==> config.mk <==
export PLATFORM = sky130hd
export DESIGN_NAME = ls165_serializer
export DESIGN_NICKNAME = d
export VERILOG_FILES = /design/src/rtl/ls165_serializer_pkg.sv /design/src/rtl/ls165_serializer_shift.sv /design/src/rtl/ls165_serializer.sv
export SDC_FILE = /design/constraint.sdc
export NUM_CORES = 1
export LEC_CHECK = 0
export BUFFER_PORTS_ARGS = -buffer_cell sky130_fd_sc_hd__buf_2
export CAP_MARGIN = 20
export CORE_AREA = 2 2 86 47
export DETAILED_ROUTE_END_ITERATION = 12
export DIE_AREA = 0 0 88 49
export PLACE_DENSITY = 0.47
export SLEW_MARGIN = 10
export SYNTH_ARGS = -nofsm -noshare
export SYNTH_HDL_FRONTEND = slang
export SYNTH_HIERARCHICAL = 1
export SYNTH_SLANG_ARGS = --single-unit
export TNS_END_PERCENT = 50
==> constraint.sdc <==
create_clock -name i_CLK -period 3.17 [get_ports i_CLK]
set_input_delay 0.1585 -clock i_CLK [delete_from_list [all_inputs] [get_ports i_CLK]]
set_output_delay 0.1585 -clock i_CLK [all_outputs]
set_load 0.03 [all_outputs]
==> src/rtl/ls165_serializer_pkg.sv <==
// ----------------------------------------------------------------------------
// ls165_serializer_pkg
// Shared types for the ls165-style parallel-in/serial-out transmitter.
//   state_t : control state of the serializer (IDLE waiting for a word,
//             SHIFT while a word is being clocked out on QH).
// ----------------------------------------------------------------------------
package ls165_serializer_pkg;

   typedef enum logic {
      IDLE  = 1'b0,
      SHIFT = 1'b1
   } state_t;

endpackage

==> src/rtl/ls165_serializer_shift.sv <==
// ----------------------------------------------------------------------------
// ls165_shift
// WIDTH-bit shift register modelled on the 74LS165: synchronous parallel load,
// shift enable and a synchronous active-low clear. The serial output is the
// bit that leaves the register next (MSB or LSB depending on LSB_FIRST).
// Ports:
//   i_CLK    : clock, rising edge
//   i_CLR    : synchronous clear, active-low (highest priority)
//   i_LOAD   : load i_D into the register (beats shifting)
//   i_SH_EN  : shift one place toward the output end
//   i_D      : parallel data
//   o_QH     : serial output, straight from a register bit
// ----------------------------------------------------------------------------
module ls165_shift #(
   parameter int WIDTH     = 8,
   parameter bit LSB_FIRST = 1'b0
) (
   input  logic             i_CLK,
   input  logic             i_CLR,
   input  logic             i_LOAD,
   input  logic             i_SH_EN,
   input  logic [WIDTH-1:0] i_D,
   output logic             o_QH
);

   logic [WIDTH-1:0] r_sreg;

   // Clear wins over load, load wins over shift. Vacated positions fill with
   // zero so an idle line reads 0 once the last bit has gone.
   always_ff @(posedge i_CLK) begin
      if (!i_CLR) begin
         r_sreg <= '0;
      end else if (i_LOAD) begin
         r_sreg <= i_D;
      end else if (i_SH_EN) begin
         if (LSB_FIRST) begin
            r_sreg <= {1'b0, r_sreg[WIDTH-1:1]};
         end else begin
            r_sreg <= {r_sreg[WIDTH-2:0], 1'b0};
         end
      end
   end

   // The output end of the register is the serial line.
   assign o_QH = LSB_FIRST ? r_sreg[0] : r_sreg[WIDTH-1];

endmodule

==> src/rtl/ls165_serializer.sv <==
// ----------------------------------------------------------------------------
// ls165_serializer
// Parallel-in/serial-out transmitter. Words arrive over a valid/ready
// handshake into a one-word holding register and are shifted out one bit per
// enabled clock. When a word's last bit is consumed and another word is
// already held, it is loaded on the same edge so consecutive words leave
// without a gap.
// Ports:
//   i_CLK       : clock, rising edge
//   i_CLR       : synchronous reset, active-low
//   i_DIN       : parallel word
//   i_DVALID    : i_DIN is valid
//   o_DREADY    : holding register can take i_DIN
//   i_SH_EN     : shift enable; 0 freezes the word in flight
//   o_QH        : serial data out
//   o_QHINV     : inverted serial data out
//   o_FRAME     : high while the first bit of a word is on o_QH
//   o_BUSY      : a word is being shifted
//   o_UNDERRUN  : one-cycle pulse when a word ends with nothing held
// ----------------------------------------------------------------------------
module ls165_serializer
   import ls165_serializer_pkg::*;
#(
   parameter int WIDTH     = 8,
   parameter bit LSB_FIRST = 1'b0
) (
   input  logic             i_CLK,
   input  logic             i_CLR,
   input  logic [WIDTH-1:0] i_DIN,
   input  logic             i_DVALID,
   output logic             o_DREADY,
   input  logic             i_SH_EN,
   output logic             o_QH,
   output logic             o_QHINV,
   output logic             o_FRAME,
   output logic             o_BUSY,
   output logic             o_UNDERRUN
);

   localparam int               CNT_W    = $clog2(WIDTH);
   localparam logic [CNT_W-1:0] LAST_CNT = CNT_W'(WIDTH - 1);

   state_t           r_state;
   state_t           w_nextState;
   logic [WIDTH-1:0] r_hold;
   logic             r_holdFull;
   logic [CNT_W-1:0] r_cnt;
   logic             r_frame;
   logic             r_underrun;
   logic             w_accept;
   logic             w_lastBit;
   logic             w_load;
   logic             w_shift;
   logic             w_finish;
   logic             w_shiftClrN;
   logic             w_qh;

   // Ready is also forced low while reset is asserted so nothing offered
   // during reset is taken.
   assign o_DREADY  = i_CLR & ~r_holdFull;
   assign w_accept  = i_DVALID & o_DREADY;
   assign w_lastBit = (r_cnt == LAST_CNT);

   // State register.
   always_ff @(posedge i_CLK) begin
      if (!i_CLR) begin
         r_state <= IDLE;
      end else begin
         r_state <= w_nextState;
      end
   end

   // Next state: leave IDLE as soon as a word is held (shift enable does not
   // gate the first load); return to IDLE only when the last bit is consumed
   // and no follow-on word is waiting.
   always_comb begin
      w_nextState = r_state;
      case (r_state)
         IDLE: begin
            if (r_holdFull) begin
               w_nextState = SHIFT;
            end
         end
         SHIFT: begin
            if (i_SH_EN && w_lastBit && !r_holdFull) begin
               w_nextState = IDLE;
            end
         end
         default: w_nextState = IDLE;
      endcase
   end

   // Control decode: load a new word, shift the current one, or finish and
   // drain. A reload at the last bit is what keeps back-to-back words gapless.
   always_comb begin
      w_load   = 1'b0;
      w_shift  = 1'b0;
      w_finish = 1'b0;
      case (r_state)
         IDLE: begin
            w_load = r_holdFull;
         end
         SHIFT: begin
            if (i_SH_EN) begin
               if (!w_lastBit) begin
                  w_shift = 1'b1;
               end else if (r_holdFull) begin
                  w_load = 1'b1;
               end else begin
                  w_finish = 1'b1;
               end
            end
         end
         default: begin
            w_load = 1'b0;
         end
      endcase
   end

   // Holding register data needs no reset; r_holdFull says whether it counts.
   always_ff @(posedge i_CLK) begin
      if (w_accept) begin
         r_hold <= i_DIN;
      end
   end

   // Holding-register flag, bit counter and the registered FRAME/UNDERRUN
   // flags. Accept and load never coincide: accepting needs the register
   // empty, loading needs it full.
   always_ff @(posedge i_CLK) begin
      if (!i_CLR) begin
         r_holdFull <= 1'b0;
         r_cnt      <= '0;
         r_frame    <= 1'b0;
         r_underrun <= 1'b0;
      end else begin
         r_underrun <= w_finish;
         if (w_load) begin
            r_holdFull <= 1'b0;
         end else if (w_accept) begin
            r_holdFull <= 1'b1;
         end
         if (w_load) begin
            r_cnt   <= '0;
            r_frame <= 1'b1;
         end else if (w_shift) begin
            r_cnt   <= r_cnt + CNT_W'(1);
            r_frame <= 1'b0;
         end else if (w_finish) begin
            r_cnt   <= '0;
            r_frame <= 1'b0;
         end
      end
   end

   // Finishing a word clears the shift register so the idle line reads 0.
   assign w_shiftClrN = i_CLR & ~w_finish;

   ls165_shift #(
      .WIDTH     (WIDTH),
      .LSB_FIRST (LSB_FIRST)
   ) u_shift (
      .i_CLK   (i_CLK),
      .i_CLR   (w_shiftClrN),
      .i_LOAD  (w_load),
      .i_SH_EN (w_shift),
      .i_D     (r_hold),
      .o_QH    (w_qh)
   );

   assign o_QH       = w_qh;
   assign o_QHINV    = ~w_qh;
   assign o_FRAME    = r_frame;
   assign o_BUSY     = (r_state == SHIFT);
   assign o_UNDERRUN = r_underrun;

endmodule

== Yosys cells after proc, flatten, opt, wreduce, memory -nomap -nowiden ==
Index checks and enable logic that the tools add are counted.
Storage, ports and cells
  register bits: 23
  bits of input ports: 12
  output and inout bits: 6
  logic and storage cells: 44
Cells by class
  $add $sub $neg: 1
  equality and inequality tests: 1
  muxes and demuxes: 20
  bitwise gates (word level): 8
  reduce and logical (&&, ||, !) cells: 7
Operators by type and width (number)
  8-bit two-way mux: 2
  1-bit two-way mux: 14
  3-bit two-way mux: 2
  1-bit inverter: 5
  1-bit case mux with 2 select lines: 2
  2-bit nonzero test: 2
  3-bit by 1-bit adder with 3-bit output, second input constant: 1
  1-bit bitwise AND: 3
  3-bit == test, second input constant: 1
  3-bit nonzero test: 1
  1-bit logical AND: 2
  2-bit OR reduction: 1
  1-bit logical NOT: 1

== Longest topological paths before layout ==
Gate-level depths: netlist (run 1).
  depth in word-level cells: 7
  gate-level depth with buffers: 7
  mapped depth without buffers: 6

== Modules after synthesis ==
The synthesis (run 1) kept the hierarchy.
By module, submodules not included
  ls165_serializer: times used 1, cells an instance 49, area an instance 598.1 um^2, sequential area each 380.4 um^2
  ls165_shift: times used 1, cells an instance 35, area an instance 419.2 um^2, sequential area each 160.2 um^2

== Worst setup path after synthesis (run 1) ==
OpenSTA, ideal clock, no wires.
  path type: reg-to-reg
  from: reg r_cnt[0]
  to: reg u_shift.r_sreg[1]
  setup time: 116 ps
  arrival: 1674 ps
  data required time: 3054 ps
  slack: 1379 ps
  cell stages (with the launch flop): 7
  buffers on the path: 1
  period minus slack after synthesis: 1791 ps
  cell sequence: dfxtp_1 ha_1 ha_1 and3b_2 buf_6 mux2_4 o211a_1
On the way
  elaborated cells between the ends (all ways): 14
  classes of those cells: eq/ne (1); mux (10); bitwise (2); reduce/logical (1)
RTL lines
  start: declaration: line ls165_serializer.sv:47  | logic [CNT_W-1:0] r_cnt;
  start signal: assignment: line ls165_serializer.sv:147  | r_cnt <= r_cnt + CNT_W'(1);
  3-bit == test: line ls165_serializer.sv:62  | assign w_lastBit = (r_cnt == LAST_CNT);
  1-bit two-way mux: line ls165_serializer.sv:105  | if (!w_lastBit) begin
  1-bit two-way mux: line ls165_serializer.sv:104  | if (i_SH_EN) begin
  1-bit two-way mux: line ls165_serializer.sv:99  | case (r_state)
  named net w_shift: line ls165_serializer.sv:53  | logic w_shift;
  2-bit nonzero test (no line)
  end signal: assignment: line ls165_serializer_shift.sv:34  | r_sreg <= i_D;
  end signal: assignment: line ls165_serializer_shift.sv:37  | r_sreg <= {1'b0, r_sreg[WIDTH-1:1]};
  end signal: assignment: line ls165_serializer_shift.sv:39  | r_sreg <= {r_sreg[WIDTH-2:0], 1'b0};
  end: declaration: line ls165_serializer_shift.sv:26  | logic [WIDTH-1:0] r_sreg;
The timed path passes the listed nets, and every way through them passes these cells.
A chain may end at the register's enable or synchronous reset.

== Final worst setup path (run 1) ==
  from: reg r_cnt[0]
  to: reg u_shift.r_sreg[7]
Same word-level chain as after synthesis.

==> results.sh, run 1 <==
export IMPL_gp_congestion=0.7876
export IMPL_final_core_util_pct=33.29
export IMPL_synth_fp_nets=99
export IMPL_grtUsageTotal_pct=9.088
export IMPL_dp_hpwl_mm=1.347
export IMPL_slew_headroom_pct=73.89
export IMPL_layout_min_cycle_time_ns=1.891
export IMPL_synth_top_area_share_pct=29.52
export IMPL_path_max_fanout=11
export IMPL_synth_area_per_cell_um2=12.11
export IMPL_placedInstanceArea_mm2=0.001157
export IMPL_post_place_cells=153
export IMPL_first_pass_iters=4
export IMPL_cts_buffers=3
export IMPL_crit_type="reg -> reg"
export IMPL_worstMarginPinSlew_ns=0.3917
export IMPL_start_util_pct=28.07
export IMPL_synthTopCellsByCount="dfxtp_1, edfxtp_1, nand2b_1"
export IMPL_synth_flop_cell="dfxtp_1"
export IMPL_synth_seq_cells=23
export IMPL_maxCapViolations=0
export IMPL_min_path_type="in -> reg"
export IMPL_maxSlewViolCount=0
export IMPL_ctsHtreeMaxLevel=1
export IMPL_synth_edf_count=8
export IMPL_fp_dieArea_mm2=0.004312
export IMPL_postRouteAntennaNets=0
export IMPL_num_fill_cells=373
export IMPL_fin_nets=119
export IMPL_layout_drive_gt1_share_pct=33.01
export IMPL_finalHoldViolations=0
export IMPL_io_buffers=17
export IMPL_async_flop_share_pct=0
export IMPL_cp_arrival_ns=2.05
export IMPL_wl_per_cell_um=11.14
export IMPL_dp_slack_ns=1.292
export IMPL_grt_remaining_overflow=0
export IMPL_fp_dieW_um=88
export IMPL_hold_worst_slack_ns=0.06660
export IMPL_fin_area_mm2=0.001206
export IMPL_cts_buffer_depth=2
export IMPL_worstSetupEndpointType="flop"
export IMPL_first_iter_violations=53
export IMPL_cts_tree="yes"
export IMPL_fmax_ghz=0.5289
export IMPL_fin_ws_ns=1.279
export IMPL_ys_warn_count=6
export IMPL_fin_skew_ns=0.0009550
export IMPL_drc=0
export IMPL_area_delta_synth_final_pct=18.57
export IMPL_path_clk_slew_ns=0.08
export IMPL_worstSkewPairLatency_ns=0.26
export IMPL_vias_per_cell=4.115
export IMPL_grt_max_degree=18
export IMPL_cts_root_buf="clkbuf_8"
export IMPL_cts_resized=0
export IMPL_yosysMostFrequentCell="dfxtp_1"
export IMPL_drt_total_wl_mm=1.749
export IMPL_power_density_mw_per_mm2=499.3
export IMPL_post_cts_setup_buffers=0
export IMPL_synthesis_area_mm2=0.001017
export IMPL_ys_types=27
export IMPL_setup_tns_ns=0
export IMPL_rows=16
export IMPL_fin_crit_sh_pct=59.65
export IMPL_start_kind="flop"
export IMPL_cellLeakagePower_nw=0.5381
export IMPL_core_mm2=0.003623
export IMPL_vias=646
export IMPL_yosysTopAreaCell="dfxtp_1"
export IMPL_grt_pass1_vias=614
export IMPL_crit_required_ns=3.33
export IMPL_clock_sinks=23
export IMPL_setup_violations=0
export IMPL_grt_pass1_wl_mm=2.891
export IMPL_grt_setup_unrepaired="no"
export IMPL_diodes=0
export IMPL_cts_hold_buffers_added=0
export IMPL_status="finished, final reports clean"
export IMPL_antenna_found_initial=0
export IMPL_ys_seq_area_share_pct=53.14
export IMPL_syn_inst=84
export IMPL_power_mw=0.6022
export IMPL_synthTopCellsByArea="dfxtp_1, edfxtp_1, mux2_4"
export IMPL_die_h_um=49
export IMPL_instances_no_fill=157
export IMPL_boundaryPins=18
export IMPL_max_vdd_ir_drop_mv=0.1666
==> sequential cells by signal, summed over array words and instances (netlist names) <==
| name | cells |
|---|---|
| r_hold | 8 |
| u_shift/r_sreg | 8 |
| r_cnt | 3 |
| o_BUSY | 1 |
| o_FRAME | 1 |
| o_UNDERRUN | 1 |
| r_holdFull | 1 |
==> critical path, cell delays in order (launching register included) <==
cell and delay, ns:
dfxtp_1 0.34, ha_1 0.22, ha_1 0.24, and3b_2 0.45
mux2_4 0.33, o211a_1 0.20
==> cell usage in the layout (no fill, tap or decap), types with 2 or more instances in the layout <==
cell type  instances
clkbuf_8           3
dfxtp_1           15
inv_1              3
nand2_1            7
buf_2             17
edfxtp_1           8
nor2b_1            2
a21oi_1            2
nand3_1            2
nor2_1             3
a31oi_1            2
o211a_1            7
and2_1             2
mux2_4             7
ha_1               3
nand2b_1           8
==> final timing paths <==
kind,slack [ns],cells past startpoint,startpoint,to
max,1.28,5,r_cnt[0]$_SDFFE_PP0P_,u_shift/r_sreg[7]$_SDFFE_PN0P_
min,0.07,1,i_DIN[1],r_hold[1]$_DFFE_PP_
max reg2reg,1.28,5,r_cnt[0]$_SDFFE_PP0P_,u_shift/r_sreg[7]$_SDFFE_PN0P_
min reg2reg,0.51,1,r_cnt[0]$_SDFFE_PP0P_,r_cnt[0]$_SDFFE_PP0P_
==> area by class of cell <==
| cell class | count | area, um2 | share of cell area, % |
|---|---|---|---|
| repair buffers | 18 | 92.59 | 7.676 |
| flip-flops and latches | 23 | 540.5 | 44.81 |
| clock inverters | 1 | 7.507 | 0.6224 |
| clock buffers | 3 | 41.29 | 3.423 |
| multi-input cells | 55 | 445.4 | 36.93 |
| inverters | 3 | 11.26 | 0.9336 |
| well taps | 54 | 67.56 | 5.602 |
==> per-layer routing <==
metal  global-route usage (%)  routed length [um]
met3                    3.553                  72
met5                        0                   0
met1                    13.39                 998
met2                    11.87                 656
met4                    3.077                  22
==> power breakdown <==
group	leakage (nW)	internal [mW]	switching, mW	total [mW]
clock	0.0217	0.0888	0.0933	0.182
sequential	0.197	0.324	0.0107	0.335
combinational	0.319	0.0412	0.0441	0.0853
==> logic make-up (layout without fill, tap and decap cells) <==
kind of cell | count (synthesis) | after routing | synth area share, %
and+or+nand+nor | 28 | 28 | 15.50
DFF | 23 | 23 | 53.14
AOI/OAI and AO/OA | 17 | 17 | 14.27
muxes | 7 | 7 | 10.33
buffers and inverters | 6 | 25 | 3.074
adders and majority gates | 3 | 3 | 3.690
(Power assumes the default switching activity.)
==> run 2: changes to the inputs <==
Clock period 3.17 ns to 2 ns, I/O delays scaled along.
==> run 2 against run 1 <==
Cell count increased by 5.1%. Worst setup slack got worse by 1.2 ns. Largest power group unchanged. Non-clock buffer count increased by 8. Critical endpoint unchanged. Hold slack got worse by 0.024 ns. Critical path type unchanged. Fmax decreased by 0.98%. Sequential share of layout area decreased by 2.8 points.
==> results.sh, run 2 (synthesis results as in run 1) <==
export IMPL_min_path_type="in -> reg"
export IMPL_start_kind="flop"
export IMPL_first_pass_iters=4
export IMPL_area_delta_synth_final_pct=26.44
export IMPL_rows=16
export IMPL_fin_crit_sh_pct=95.48
export IMPL_cts_buffers=3
export IMPL_grt_pass1_vias=678
export IMPL_p_sw_share_pct=24.83
export IMPL_layout_min_cycle_time_ns=1.910
export IMPL_fin_nets=127
export IMPL_diodes=0
export IMPL_cts_resized=0
export IMPL_setup_tns_ns=0
export IMPL_finalHoldViolations=0
export IMPL_core_mm2=0.003623
export IMPL_cts_buffer_depth=2
export IMPL_grt_remaining_overflow=0
export IMPL_mostFrequentLayoutCells="buf_2, dfxtp_1, nand2b_1, dlygate4sd3_1, edfxtp_1"
export IMPL_start_util_pct=28.07
export IMPL_crit_type="reg -> reg"
export IMPL_dp_slack_ns=0.09317
export IMPL_worstSkewPairLatency_ns=0.26
export IMPL_fin_ws_ns=0.09046
export IMPL_setup_violations=0
export IMPL_first_iter_violations=36
export IMPL_p_int_mw=0.7300
export IMPL_cts_root_buf="clkbuf_8"
export IMPL_wl_per_cell_um=11.50
export IMPL_io_buffers=17
export IMPL_dp_hpwl_mm=1.406
export IMPL_reg_top3="r_hold x8, u_shift/r_sreg x8, r_cnt x3"
export IMPL_maxCapViolations=0
export IMPL_cts_tree="yes"
export IMPL_drc=0
export IMPL_layout_drive_gt1_share_pct=30.63
export IMPL_die_h_um=49
export IMPL_gp_congestion=0.7240
export IMPL_max_vdd_ir_drop_mv=0.2454
export IMPL_boundaryPins=18
export IMPL_fp_dieW_um=88
export IMPL_path_clk_slew_ns=0.09
export IMPL_combinationalPowerShare_pct=15.2
export IMPL_status="finished, final reports clean"
export IMPL_cp_arrival_ns=2.07
export IMPL_cpMostUsedCell="ha_1"
export IMPL_grt_pass1_wl_mm=3.249
export IMPL_fp_dieArea_mm2=0.004312
export IMPL_cpPeakStageDelay_ns=0.46
export IMPL_worstMarginPinSlew_ns=0.3800
export IMPL_fmax_ghz=0.5237
export IMPL_vias_per_cell=4.176
export IMPL_cp_slowest_cell="and3b_2"
export IMPL_slew_headroom_pct=74.67
export IMPL_switching_power_mw=0.2411
export IMPL_maxSlewViolCount=0
export IMPL_antenna_found_initial=0
export IMPL_crit_required_ns=2.16
export IMPL_final_common_cell="buf_2"
export IMPL_fin_skew_ns=0.007635
export IMPL_power_density_mw_per_mm2=755.0
export IMPL_path_cells="ha_1 -> ha_1 -> and3b_2 -> mux2_4 -> o211a_1"
export IMPL_p_clk_share_pct=30.1
export IMPL_grt_setup_unrepaired="no"
export IMPL_worstSetupEndpointType="flop"
export IMPL_drt_total_wl_mm=1.897
export IMPL_path_max_fanout=11
export IMPL_grtUsageTotal_pct=10.06
export IMPL_grt_max_degree=17
export IMPL_postRouteAntennaNets=0
export IMPL_clock_sinks=23
export IMPL_vias=689
export IMPL_ctsHtreeMaxLevel=1
export IMPL_cellLeakagePower_nw=0.5715
export IMPL_seqPwrFrac_pct=54.7
==> run 2: metal layers <==
| layer | global-route usage (%) | part of all wire [%] |
|---|---|---|
| met5 | 0 | 0 |
| met1 | 14.05 | 53 |
| met3 | 3.723 | 4.5 |
| met4 | 3.077 | 1.2 |
| met2 | 14.39 | 41 |
==> run 2: stage by stage <==
| step | util (%) | hold WS (ns) | std cells | power [mW] | cell area, um2 |
|---|---|---|---|---|---|
| 2_1_floorplan | - | 0.1989 | 84 | 0.6392 | 1017 |
| 5_1_grt | 35.50 | 0.05160 | 165 | 1.033 | 1286 |
| 3_5_place_dp | 31.94 | 0.2781 | 153 | 0.6795 | 1157 |
| 6_report | 35.50 | 0.04306 | 165 | 0.9711 | 1286 |
| 3_3_place_gp | 31.94 | 0.2767 | 153 | 0.6762 | 1157 |
| 4_1_cts | 35.22 | 0.002658 | 164 | 0.9853 | 1276 |
==> run 2: worst paths after layout <==
path,from,end,slack [ns],cells past startpoint
setup / recovery,r_cnt[0]$_SDFFE_PP0P_,u_shift/r_sreg[7]$_SDFFE_PN0P_,0.09,5
hold / removal,i_DVALID,r_holdFull$_SDFFE_PP0P_,0.04,3
setup reg to reg,r_cnt[0]$_SDFFE_PP0P_,u_shift/r_sreg[7]$_SDFFE_PN0P_,0.09,5
hold reg to reg,r_cnt[0]$_SDFFE_PP0P_,r_cnt[0]$_SDFFE_PP0P_,0.51,1
==> run 2: power by group through the flow <==
stage	logic [mW]	clock network [mW]	registers [mW]
detailed placement	0.137	0	0.542
finish	0.148	0.292	0.531
global placement	0.136	0	0.541
global route	0.163	0.335	0.536
floorplan	0.0907	0	0.548
CTS	0.148	0.306	0.532
==> run 2: worst max-delay path, delay by kind of cell, from the launching register on <==
kind	cells	cell delay (ns)
compound gates	1	0.20
fa+ha+maj	2	0.47
flops	1	0.34
mux	1	0.33
simple gates	1	0.46
==> run 2: cell type report <==
class / instances / area (um2)
clock inverters: 1 / 7.507
fillers: 368 / 2337
clock buffers: 3 / 41.29
well taps: 54 / 67.56
flip-flops and latches: 23 / 540.5
repair buffers: 26 / 172.7
inverters: 3 / 11.26
multi-input cells: 55 / 445.4
==> run 2: what timing repair did <==
item | 4_1_cts | 5_1_grt
endpoints found under the hold margin | 7 | 1
hold buffers | 7 | 1
buffers inserted | 0 | 0
==> run 3: changes to the inputs <==
Settings changed: CORE_AREA 2 2 86 47 to 3 3 87 48, DIE_AREA 0 0 88 49 to 0 0 90 51.
==> run 3 against run 2 <==
Worst setup slack improved by 0.058 ns. Clock skew shrank 0.0041 ns. Hold slack lost 0.029 ns. Combinational power down 7%. Register-to-register slack improved by 0.06 ns. Cell count down 4.2%. Critical endpoint is now u_shift/r_sreg[6]$_SDFFE_PN0P_. Largest cell class unchanged.
==> results.sh, run 3 (synthesis results as in run 1) <==
export IMPL_dp_hpwl_mm=1.275
export IMPL_cts_resized=0
export IMPL_finalHoldViolations=0
export IMPL_cellLeakagePower_nw=0.5571
export IMPL_fin_nets=123
export IMPL_power_mw=0.9490
export IMPL_vias_per_cell=4.209
export IMPL_path_clk_slew_ns=0.08
export IMPL_crit_type="reg -> reg"
export IMPL_boundaryPins=18
export IMPL_reg_top3="r_hold x8, u_shift/r_sreg x8, r_cnt x3"
export IMPL_fmax_ghz=0.5401
export IMPL_cts_buffer_depth=2
export IMPL_fp_dieW_um=90
export IMPL_wl_per_cell_um=11.52
export IMPL_grt_pass1_wl_mm=3.187
export IMPL_layout_drive_gt1_share_pct=31.78
export IMPL_ctsHtreeMaxLevel=1
export IMPL_path_max_fanout=11
export IMPL_antenna_found_initial=0
export IMPL_max_vdd_ir_drop_mv=0.1845
export IMPL_drt_total_wl_mm=1.820
export IMPL_fp_dieArea_mm2=0.004590
export IMPL_grt_setup_unrepaired="no"
export IMPL_final_core_util_pct=36.19
export IMPL_power_density_mw_per_mm2=767.7
export IMPL_core_mm2=0.003416
export IMPL_grtUsageTotal_pct=8.601
export IMPL_grt_pass1_vias=651
export IMPL_start_util_pct=29.78
export IMPL_postRouteAntennaNets=0
export IMPL_layout_min_cycle_time_ns=1.851
export IMPL_grt_remaining_overflow=0
export IMPL_start_kind="flop"
export IMPL_final_common_cell="buf_2"
export IMPL_num_fill_cells=359
export IMPL_worstSetupEndpointType="flop"
export IMPL_gp_congestion=0.6693
export IMPL_cts_root_buf="clkbuf_8"
export IMPL_drc=0
export IMPL_post_cts_setup_buffers=0
export IMPL_maxSlewViolCount=0
export IMPL_cp_arrival_ns=2.01
export IMPL_fin_skew_ns=0.003557
export IMPL_cts_tree="yes"
export IMPL_first_iter_violations=29
export IMPL_area_delta_synth_final_pct=21.53
export IMPL_startpoint="r_cnt[0]$_SDFFE_PP0P_"
export IMPL_min_path_type="in -> reg"
export IMPL_crit_required_ns=2.15
export IMPL_fin_crit_sh_pct=92.57
export IMPL_vias=665
export IMPL_setup_tns_ns=0
export IMPL_clock_sinks=23
export IMPL_setup_violations=0
export IMPL_post_place_cells=151
export IMPL_mostFrequentLayoutCells="buf_2, dfxtp_1, nand2b_1, edfxtp_1"
export IMPL_instances_no_fill=158
export IMPL_fin_area_mm2=0.001236
export IMPL_rows=15
export IMPL_worstHoldStart="i_DIN[7]"
export IMPL_placedInstanceArea_mm2=0.001161
export IMPL_worstSkewPairLatency_ns=0.26
export IMPL_r2r_start="r_cnt[0]$_SDFFE_PP0P_"
export IMPL_io_buffers=17
export IMPL_grt_max_degree=16
export IMPL_maxCapViolations=0
export IMPL_slew_headroom_pct=73.64
export IMPL_first_pass_iters=4
export IMPL_cts_buffers=3
export IMPL_status="finished, final reports clean"
export IMPL_diodes=0
export IMPL_die_h_um=51
export IMPL_worstMarginPinSlew_ns=0.3954
==> run 3: cell types whose count changed in the layout (fill, tap and decap cells not counted) <==
cell           change
buf_4              +1
clkbuf_1           +1
clkinvlp_4         -1
dlygate4sd3_1      -5
==> run 3: worst max-delay path, cell delays in order (launching register included) <==
cell	delay [ns]
dfxtp_1	0.34
ha_1	0.22
ha_1	0.20
and3b_2	0.45
mux2_4	0.33
o211a_1	0.20
==> run 3: what timing repair did <==
action                     CTS  global route
hold endpoints to repair     0             3
hold buffers                 0             3
setup endpoints to repair    0             0
==> run 3: report_power, final <==
group	total (mW)	switching (mW)	internal, mW	leakage, nW
sequential	0.531	0.0176	0.514	0.197
combinational	0.138	0.0694	0.0690	0.337
clock	0.279	0.137	0.142	0.0228
total	0.949	0.224	0.725	0.557
==> run 3: final timing paths <==
kind                                                       end  slack, ns  cells past startpoint
worst max-delay path            u_shift/r_sreg[6]$_SDFFE_PN0P_       0.15                      5
worst min register to register           r_cnt[0]$_SDFFE_PP0P_       0.51                      1
worst max register to register  u_shift/r_sreg[6]$_SDFFE_PN0P_       0.15                      5
worst min-delay path                       r_hold[7]$_DFFE_PP_       0.01                      1
==> run 3: cell type report <==
cell class	count	area, um2	share of cell area (%)
multi-input combinational	55	445.4	36.03
tap	51	63.81	5.162
inverter	3	11.26	0.9109
sequential	23	540.5	43.72
timing repair buffer	22	130.1	10.53
clock buffer	4	45.04	3.644
==> run 3: through the flow <==
step | setup slack, ns | hold slack [ns]
finish | 0.1485 | 0.01387
global route | 0.06944 | 0.003273
CTS | 0.1328 | 0.003872
detailed placement | 0.1658 | 0.2781
global placement | 0.1945 | 0.2771
floorplan | 0.2093 | 0.1989
==> run 3: per-layer routing <==
metal | GRT usage [%] | up-vias | part of all wire [%]
met2 | 13.72 | 10 | 44
met3 | 2.647 | 2 | 2.8
met1 | 11.67 | 308 | 53
li1 | - | 345 | -
met4 | 1.523 | 0 | 0.88
met5 | 0 | - | 0
